===== src/rtl/mkii_pkg.sv =====
// mkii_pkg: shared types and constants for the MkII fetch front-end.
package mkii_pkg;
    localparam int INSTR_W = 32;
    localparam logic [INSTR_W-1:0] NOP_INSTR = 32'h0000_0013;
    typedef enum logic {RUN, FLUSH} fetch_state_t;
endpackage


===== src/rtl/mkii_fetch_fifo.sv =====
// mkii_fetch_fifo: prefetch queue of {pc, instr} words with push, pop and clear.
module mkii_fetch_fifo #(
    parameter int DEPTH = 4,
    parameter int W = 40
) (
    input  logic                     clk,
    input  logic                     reset,
    input  logic                     push,
    input  logic                     pop,
    input  logic                     clear,
    input  logic [W-1:0]             wdata,
    output logic [$clog2(DEPTH):0]   count,
    output logic                     empty,
    output logic [W-1:0]             head
);
    localparam int AW = $clog2(DEPTH);
    logic [W-1:0]  mem_q [DEPTH];
    logic [AW-1:0] rd_q, wr_q;
    logic [AW:0]   count_q;
    logic          pop_ok;
    assign pop_ok = pop & ~empty;
    assign empty  = count_q == '0;
    assign count  = count_q;
    assign head   = mem_q[rd_q];
    // clear wins over a same-cycle push so a redirect drops the landing response
    always_ff @(posedge clk) begin
        if (reset || clear) begin
            rd_q    <= '0;
            wr_q    <= '0;
            count_q <= '0;
        end else begin
            wr_q    <= wr_q + AW'(push);
            rd_q    <= rd_q + AW'(pop_ok);
            count_q <= count_q + (AW+1)'(push) - (AW+1)'(pop_ok);
        end
    end
    always_ff @(posedge clk) begin
        if (push && !clear && !reset) mem_q[wr_q] <= wdata;
    end
endmodule


===== src/rtl/mkii_fetch_unit.sv =====
// mkii_fetch_unit: PC, imem issue logic, redirect FSM and prefetch queue.
module mkii_fetch_unit
    import mkii_pkg::*;
#(
    parameter int ADDR_W = 8,
    parameter int DEPTH = 4,
    parameter logic [ADDR_W-1:0] RESET_PC = '0
) (
    input  logic               clk,
    input  logic               reset,
    output logic               imem_req,
    output logic [ADDR_W-1:0]  imem_addr,
    input  logic [INSTR_W-1:0] imem_rdata,
    output logic [INSTR_W-1:0] machine_code,
    output logic [ADDR_W-1:0]  code_pc,
    output logic               code_valid,
    input  logic               code_ready,
    input  logic               redirect,
    input  logic [ADDR_W-1:0]  redirect_pc
);
    localparam int W = ADDR_W + INSTR_W;
    fetch_state_t          state_q;
    logic [ADDR_W-1:0]     pc_q, pc_d, rsp_pc_q;
    logic                  inflight_q, kill_q;
    logic                  pop, push, empty;
    logic [$clog2(DEPTH):0] count;
    logic [W-1:0]          head;
    assign pop        = code_valid & code_ready;
    // slots already promised (queued + in flight) minus the one leaving now
    assign imem_req   = !reset && !redirect && (int'(count) + int'(inflight_q) - int'(pop) < DEPTH);
    assign imem_addr  = pc_q;
    assign push       = inflight_q & ~kill_q & (state_q == RUN);
    assign code_valid = ~empty;
    assign machine_code = empty ? NOP_INSTR : head[INSTR_W-1:0];
    assign code_pc    = empty ? RESET_PC : head[W-1:INSTR_W];
    assign pc_d = redirect ? redirect_pc : imem_req ? pc_q + ADDR_W'(1) : pc_q;
    always_ff @(posedge clk) begin
        if (reset) begin
            state_q    <= RUN;
            pc_q       <= RESET_PC;
            rsp_pc_q   <= RESET_PC;
            inflight_q <= 1'b0;
            kill_q     <= 1'b0;
        end else begin
            state_q    <= redirect ? FLUSH : RUN;
            pc_q       <= pc_d;
            rsp_pc_q   <= imem_req ? pc_q : rsp_pc_q;
            inflight_q <= imem_req;
            kill_q     <= redirect;
        end
    end
    mkii_fetch_fifo #(.DEPTH(DEPTH), .W(W)) u_fifo (
        .clk   (clk),
        .reset (reset),
        .push  (push),
        .pop   (pop),
        .clear (redirect),
        .wdata ({rsp_pc_q, imem_rdata}),
        .count (count),
        .empty (empty),
        .head  (head)
    );
endmodule

===== config.mk =====
export PLATFORM = sky130hd
export DESIGN_NAME = mkii_fetch_unit
export DESIGN_NICKNAME = d
export VERILOG_FILES = /design/src/rtl/mkii_pkg.sv /design/src/rtl/mkii_fetch_fifo.sv /design/src/rtl/mkii_fetch_unit.sv
export SDC_FILE = /design/constraint.sdc
export NUM_CORES = 1
export LEC_CHECK = 0
export CAP_MARGIN = 30
export CORE_MARGIN = 2
export CORE_UTILIZATION = 45
export CTS_CLUSTER_SIZE = 28
export DETAILED_ROUTE_END_ITERATION = 8
export PLACE_DENSITY = 0.75
export SYNTH_ARGS = -nofsm -noshare
export SYNTH_HDL_FRONTEND = slang
export SYNTH_SLANG_ARGS = --single-unit

===== constraint.sdc =====
create_clock -name clk -period 5.15 [get_ports clk]
set_clock_uncertainty 0.1 [all_clocks]
set_input_delay 1.545 -clock clk [delete_from_list [all_inputs] [get_ports clk]]
set_output_delay 1.545 -clock clk [all_outputs]
set_load 0.02 [all_outputs]

==> flow_summary.ini, run 1 <==
[yosys]
synth_area_per_cell_um2 = 18.27
synthXorXnorAreaFrac_pct = 0.4805
synth.most_common_cell = edfxtp_1
synth-main-ff-cell = edfxtp_1
seq_area_frac_synth_pct = 72.76
synthSimpleGateAreaFrac_pct = 8.289
synth_fp_nets = 453
synth_fa_ha_area_share_pct = 1.819
synth.top_cell.area_share_pct = 65.90
async_reset_ff_share_pct = 0
yosys.area.top_type = edfxtp_1
ys_seq_elements = 185
synth.distinct_cells = 40
synth_area_mm2 = 0.007291
synthMuxAreaShare_pct = 12.36
synth-compound-area-share_pct = 2.763
synth_area_leaders = edfxtp_1 (66%), mux4_2 (12%), dfxtp_1 (6.9%)
synth_edf_count = 160
yosys_warnings = 0
netlist_top_cells_count = edfxtp_1 (160), mux4_2 (40), nor2b_1 (39)
syn_inst = 399
synth_top_family_by_area = multiplexers

[drt]
drt_iter0_drc = 249
drt_wl_total_um = 13570
vias_per_cell = 5.278
postRouteAntennaNets = 0
wl_per_cell_um = 18.22
route.detailed.drc = 0
vias = 3932
drt_pass1_iterations = 5

[global_route]
grt_max_degree = 42
grt_pass1_vias = 4070
antenna_found_initial = 1
track_usage_pct = 16.53
grt_pass1_wl_um = 21770
grt.overflow.total = 0

[timing]
finalSetupViolCount = 0
period_needed_ns = 5.006
period_share_pct = 97.20
rsz0062_at_grt = no
tightest_slew_ns = 0.6175
relSlewSlack_pct = 58.69
finalHoldViolCount = 0
slew_viol_final = 0
worst_slack_ns = 0.1440
fmax_ghz = 0.1998
tns_ns = 0

[setup_path]
slowest_stage = o41a_1
critPathRequiredTime_ns = 3.51
rrSetupSlack_ns = 2.02
r2r-start = u_fifo.count[1]$_SDFF_PN0_
cpMostUsedCell = ha_4
critPathCaptureType = primary output
cp_cell_sequence = clkbuf_2, nor2b_4, ha_4, inv_2, ha_4, nor4bb_4, o31a_1, o41a_1, nor2_4, buf_6
cp_max_fo = 2
start_kind = input pin
arrival_ns = 3.36
r2r_end = imem_addr[7]$_SDFFE_PP0P_
crit_start = code_ready
slowest_delay_ns = 0.47
ff2ff_path_depth = 11
critical_path_class = in2out

[pwr]
p_leak_uw = 0.002990
p_per_area_mw_per_mm2 = 357.9
peakVddDrop_mv = 0.2199

[clock_tree]
cts_buffer_depth = 2
clock-sinks = 185
clk_pin_slew_ns = 0.06
htree_levels = 4
cts_tree = built
cts_buffers = 17
root_buffer = clkbuf_16
clkLatencyLatePin_ns = 0.42

[floorplan]
ios = 94
die_y_um = 131.3
initial_core_util_pct = 45.90
die_w_um = 131.3
dieArea_mm2 = 0.01724
coreArea_mm2 = 0.01589
rows = 46

[final_layout]
multi_input_area_mm2 = 0.001959
ff_latch_area_mm2 = 0.005310
fin_cells = 745
fill_cells = 1198
syn2layout_area_growth_pct = 27.18
final_layout_size_suffix_gt1_share_pct = 22.12
final_nets = 570
diodes = 0

[placement]
port_buffers = 93
detailed_place_hpwl_um = 8370
place_ws_ns = -0.8192
dp_cells = 710
routabilityCongestion = 0.8192

[hold_path]
hold_path_class = reg2reg
holdPathStages = 0
min_to = u_fifo.mem_q[1][35]$_DFFE_PP_
min_from = rsp_pc_q[3]$_SDFFE_PP0P_

[job]
drv_cap = 0

[outcome]
status = complete, no violations
-- stage by stage --
stage / utilization [%] / cell area (um^2) / total power [uW] / hold WS, ns
after floorplan: - / 7301 / 1923 / 0.3538
after global placement: 54.39 / 8640 / 2111 / 0.3802
after detailed placement: 54.39 / 8640 / 2121 / 0.3967
after CTS: 58.30 / 9261 / 3342 / 0.4132
after global routing: 58.37 / 9273 / 3436 / 0.4314
final: 58.37 / 9273 / 3318 / 0.4154
-- placed cells by master (no fill, tap or decap), types with 2 or more instances in the layout --
cell type,count
a311oi_1,4
and2_1,6
buf_12,2
buf_4,22
clkbuf_16,18
clkbuf_2,4
clkbuf_8,5
clkdlybuf4s50_1,91
clkinv_2,4
dfxtp_1,23
edfxtp_1,160
ha_1,7
ha_4,2
inv_1,8
inv_4,2
mux4_2,40
nand2_1,7
nand2b_1,8
nand3_1,12
nor2_1,11
nor2_4,3
nor2b_1,38
o21ai_0,12
or2_2,4
or3_1,4
xnor2_1,4
-- kinds of logic (layout without fill, tap and decap cells) --
logic type / Yosys count / after routing
AO/OA/AOI/OAI: 27 / 27
buffers and inverters: 28 / 158
multiplexers: 40 / 40
AND/OR/NAND/NOR: 105 / 105
flip-flops: 185 / 185
XOR/XNOR: 4 / 4
adder cells (fa/ha/maj): 10 / 10
-- routing by layer --
layer / wire, um / GRT usage [%] / vias to the layer above
met1: 5878 / 21.83 / 1986
met2: 6710 / 26.52 / 132
met3: 817 / 4.591 / 16
met5: 13 / 0 / -
met4: 152 / 5.918 / 2
li1: - / - / 1796
-- critical path: cells and delay by family --
kind                     cells  cell delay (ns)
AO/OA/AOI/OAI                2             0.77
AND/OR/NAND/NOR              3             0.44
adder cells (fa/ha/maj)      2             0.35
buffers and inverters        3             0.26
-- sequential cells by signal, indices dropped and copies added, names as in the netlist --
name	flops
u_fifo.rd_q	2
u_fifo.count	3
imem_addr	8
rsp_pc_q	8
state_q	1
u_fifo.wr_q	2
inflight_q	1
u_fifo.mem_q	160
-- final cells by class --
class | count | area share (%)
clock buffer | 26 | 5.762
clock inverter | 6 | 0.3508
inverter | 9 | 0.3643
multi-input combinational | 186 | 21.13
sequential | 185 | 57.27
tap | 216 | 2.915
timing repair buffer | 117 | 12.21
-- worst max-delay path by stage --
stage          endpoint  slack, ns  cells past startpoint
3_5_place_dp   imem_req      -0.82                     10
5_1_grt        imem_req       0.09                     10
2_1_floorplan  imem_req      0.009                      9
3_3_place_gp   imem_req      -0.74                     10
6_report       imem_req       0.14                     10
4_1_cts        imem_req       0.06                     10
-- what timing repair did --
action / 4_1_cts / 5_1_grt
buffers inserted: 1 / 2
pin swaps: 5 / 4
hold buffers: 0 / 0
gates resized for setup: 15 / 2
setup endpoints to repair: 1 / 1
-- power breakdown --
group | internal [uW] | switching, uW | total, uW
sequential | 1660 | 29.0 | 1680
clock | 714 | 501 | 1220
combinational | 203 | 215 | 418
total | 2570 | 745 | 3320
(Power assumes the default switching activity.)
==> inputs of run 2 (changes only) <==
--- a/config.mk
+++ b/config.mk
@@ -5,6 +5,7 @@
 export SDC_FILE = /design/constraint.sdc
 export NUM_CORES = 1
 export LEC_CHECK = 0
+export ABC_CLOCK_PERIOD_IN_PS = 5150
 export CAP_MARGIN = 30
 export CORE_MARGIN = 2
 export CORE_UTILIZATION = 45
==> results of run 2 <==
The final DEF is identical to that of run 1; final timing and power are the same.
==> inputs of run 3 (changes only) <==
--- a/config.mk
+++ b/config.mk
@@ -6,12 +6,13 @@
 export NUM_CORES = 1
 export LEC_CHECK = 0
 export ABC_CLOCK_PERIOD_IN_PS = 5150
-export CAP_MARGIN = 30
-export CORE_MARGIN = 2
+export CAP_MARGIN = 20
+export CORE_MARGIN = 8
 export CORE_UTILIZATION = 45
 export CTS_CLUSTER_SIZE = 28
 export DETAILED_ROUTE_END_ITERATION = 8
 export PLACE_DENSITY = 0.75
+export RECOVER_POWER = 25
 export SYNTH_ARGS = -nofsm -noshare
 export SYNTH_HDL_FRONTEND = slang
 export SYNTH_SLANG_ARGS = --single-unit
==> run 3 against run 2 <==
Fmax decreased by 0.30%. Worst hold slack improved by 0.0043 ns. Sequential power about the same. Worst setup slack got worse by 0.015 ns. First-iteration DRC count is 7.2% lower. Utilization barely moved. Routed wire length is 4.4% higher. Sequential share of layout area about the same. Critical endpoint unchanged. Largest power group unchanged. Highest routed layer unchanged.
==> flow_summary.ini, run 3 (synthesis gave the netlist of run 1 again) <==
[final_layout]
largest_reg_flops = 160
fill_cells = 1229
ff_latch_area_mm2 = 0.005310
diodes = 0
syn2layout_area_growth_pct = 27.12
top_register = u_fifo.mem_q
multi_input_area_mm2 = 0.001959
final_layout_size_suffix_gt1_share_pct = 21.44
mostFrequentLayoutCell = edfxtp_1
layout_common_cells = edfxtp_1 (160), clkdlybuf4s50_1 (74), mux4_2 (40)
final_nets = 568

[drt]
drt-met1-wl_um = 6045
drt_pass1_iterations = 4
drt_iter0_drc = 231
route.detailed.drc = 0
dr_wl_met2_um = 7083
vias_per_cell = 5.272
wl_met3_um = 936
postRouteAntennaNets = 0
vias = 3917
drt_wl_total_um = 14170
wl_per_cell_um = 19.07
top_layer = met5

[setup_path]
cp_max_fo = 2
arrival_ns = 3.38
critPathCaptureType = primary output
critical_path_class = in2out
critPathRequiredTime_ns = 3.51
start_kind = input pin

[floorplan]
coreArea_mm2 = 0.01589
die_w_um = 143.3
dieArea_mm2 = 0.02053
die_y_um = 143.3
ios = 94
rows = 46
initial_core_util_pct = 45.90

[pwr]
peakVddDrop_mv = 0.2379
p_total_uw = 3359
p_per_area_mw_per_mm2 = 362.4
p_leak_uw = 0.002986

[clock_tree]
root_buffer = clkbuf_16
cts_buffer_depth = 2
htree_levels = 4
cts_tree = built
cts.hold.buffers_added = 0
clk_pin_slew_ns = 0.07
clkLatencyLatePin_ns = 0.43
cts_buffers = 17
clock-sinks = 185

[hold_path]
hold_path_class = reg2reg

[timing]
rsz0062_at_grt = no
finalSetupViolCount = 0
fmax_ghz = 0.1992
tightest_slew_ns = 0.8256
whs_ns = 0.4197
period_needed_ns = 5.021
relSlewSlack_pct = 44.96
slew_viol_final = 0
tns_ns = 0
period_share_pct = 97.50
finalHoldViolCount = 0

[outcome]
status = complete, no violations

[global_route]
grt_pass1_wl_um = 22150
grt_max_degree = 42
antenna_found_initial = 1
grt_pass1_vias = 4159
track_usage_pct = 14.48
grt.overflow.total = 0

[job]
drv_cap = 0

[placement]
routabilityCongestion = 0.8292
port_buffers = 93
detailed_place_hpwl_um = 8854
[run 3: cell types whose count changed in the layout (fill, tap and decap cells not counted)]
cell / previous run / this run
inv_4: 2 / 4
clkbuf_16: 18 / 20
buf_4: 22 / 21
inv_6: 0 / 2
clkbuf_2: 4 / 1
buf_12: 2 / 1
clkinv_2: 4 / 3
inv_2: 1 / 0
clkdlybuf4s50_1: 91 / 74
clkbuf_8: 5 / 2
clkbuf_1: 0 / 2
dlygate4sd3_1: 0 / 17
[run 3: final timing paths]
path | slack, ns | to | cells past startpoint | start
setup / recovery | 0.13 | imem_req | 10 | code_ready
hold / removal | 0.42 | rsp_pc_q[4]$_SDFFE_PP0P_ | 2 | rsp_pc_q[4]$_SDFFE_PP0P_
hold reg to reg | 0.42 | rsp_pc_q[4]$_SDFFE_PP0P_ | 2 | rsp_pc_q[4]$_SDFFE_PP0P_
setup reg to reg | 1.94 | imem_addr[6]$_SDFFE_PP0P_ | 12 | u_fifo.count[1]$_SDFF_PN0_
[run 3: per-layer routing]
layer	global-route usage, %	vias to the layer above
met4	5.866	2
met2	23.87	119
met1	17.33	1992
met3	4.608	9
li1	-	1795
met5	0	-
[run 3: final cells by class]
class,instances,area share (%)
flip-flops and latches,185,57.30
multi-input cells,186,21.14
repair buffers,115,11.92
clock buffers,24,5.778
well taps,216,2.916
clock inverters,8,0.5535
inverters,9,0.3915
[run 3: power breakdown]
group / internal, uW / switching, uW / leakage [uW] / total (uW)
clock network: 732 / 522 / 0.000297 / 1250
logic: 203 / 215 / 0.00104 / 418
registers: 1660 / 30.0 / 0.00165 / 1690
total: 2590 / 768 / 0.00299 / 3360
[run 3: through the flow]
| stage | utilization, % | cells | setup slack, ns | area [um^2] |
|---|---|---|---|---|
| floorplan | - | 399 | 0.008896 | 7301 |
| global placement | 54.21 | 708 | -0.7570 | 8612 |
| detailed placement | 54.21 | 708 | -0.9142 | 8612 |
| CTS | 58.30 | 742 | 0.002722 | 9261 |
| global route | 58.34 | 743 | 0.04335 | 9268 |
| finish | 58.34 | 743 | 0.1288 | 9268 |
[run 3: timing repair]
item	4_1_cts	5_1_grt
pin swaps	5	4
setup endpoints to repair	1	1
setup buffers	2	1
resized for setup	14	4
[run 3: worst max-delay path, stage by stage]
cell and delay [ns]:
clkbuf_2 0.09, nor2b_4 0.16, ha_4 0.16, inv_4 0.04, ha_4 0.21, nor4bb_4 0.16, o31a_1 0.30, o41a_1 0.48
nor2_4 0.12, buf_6 0.13
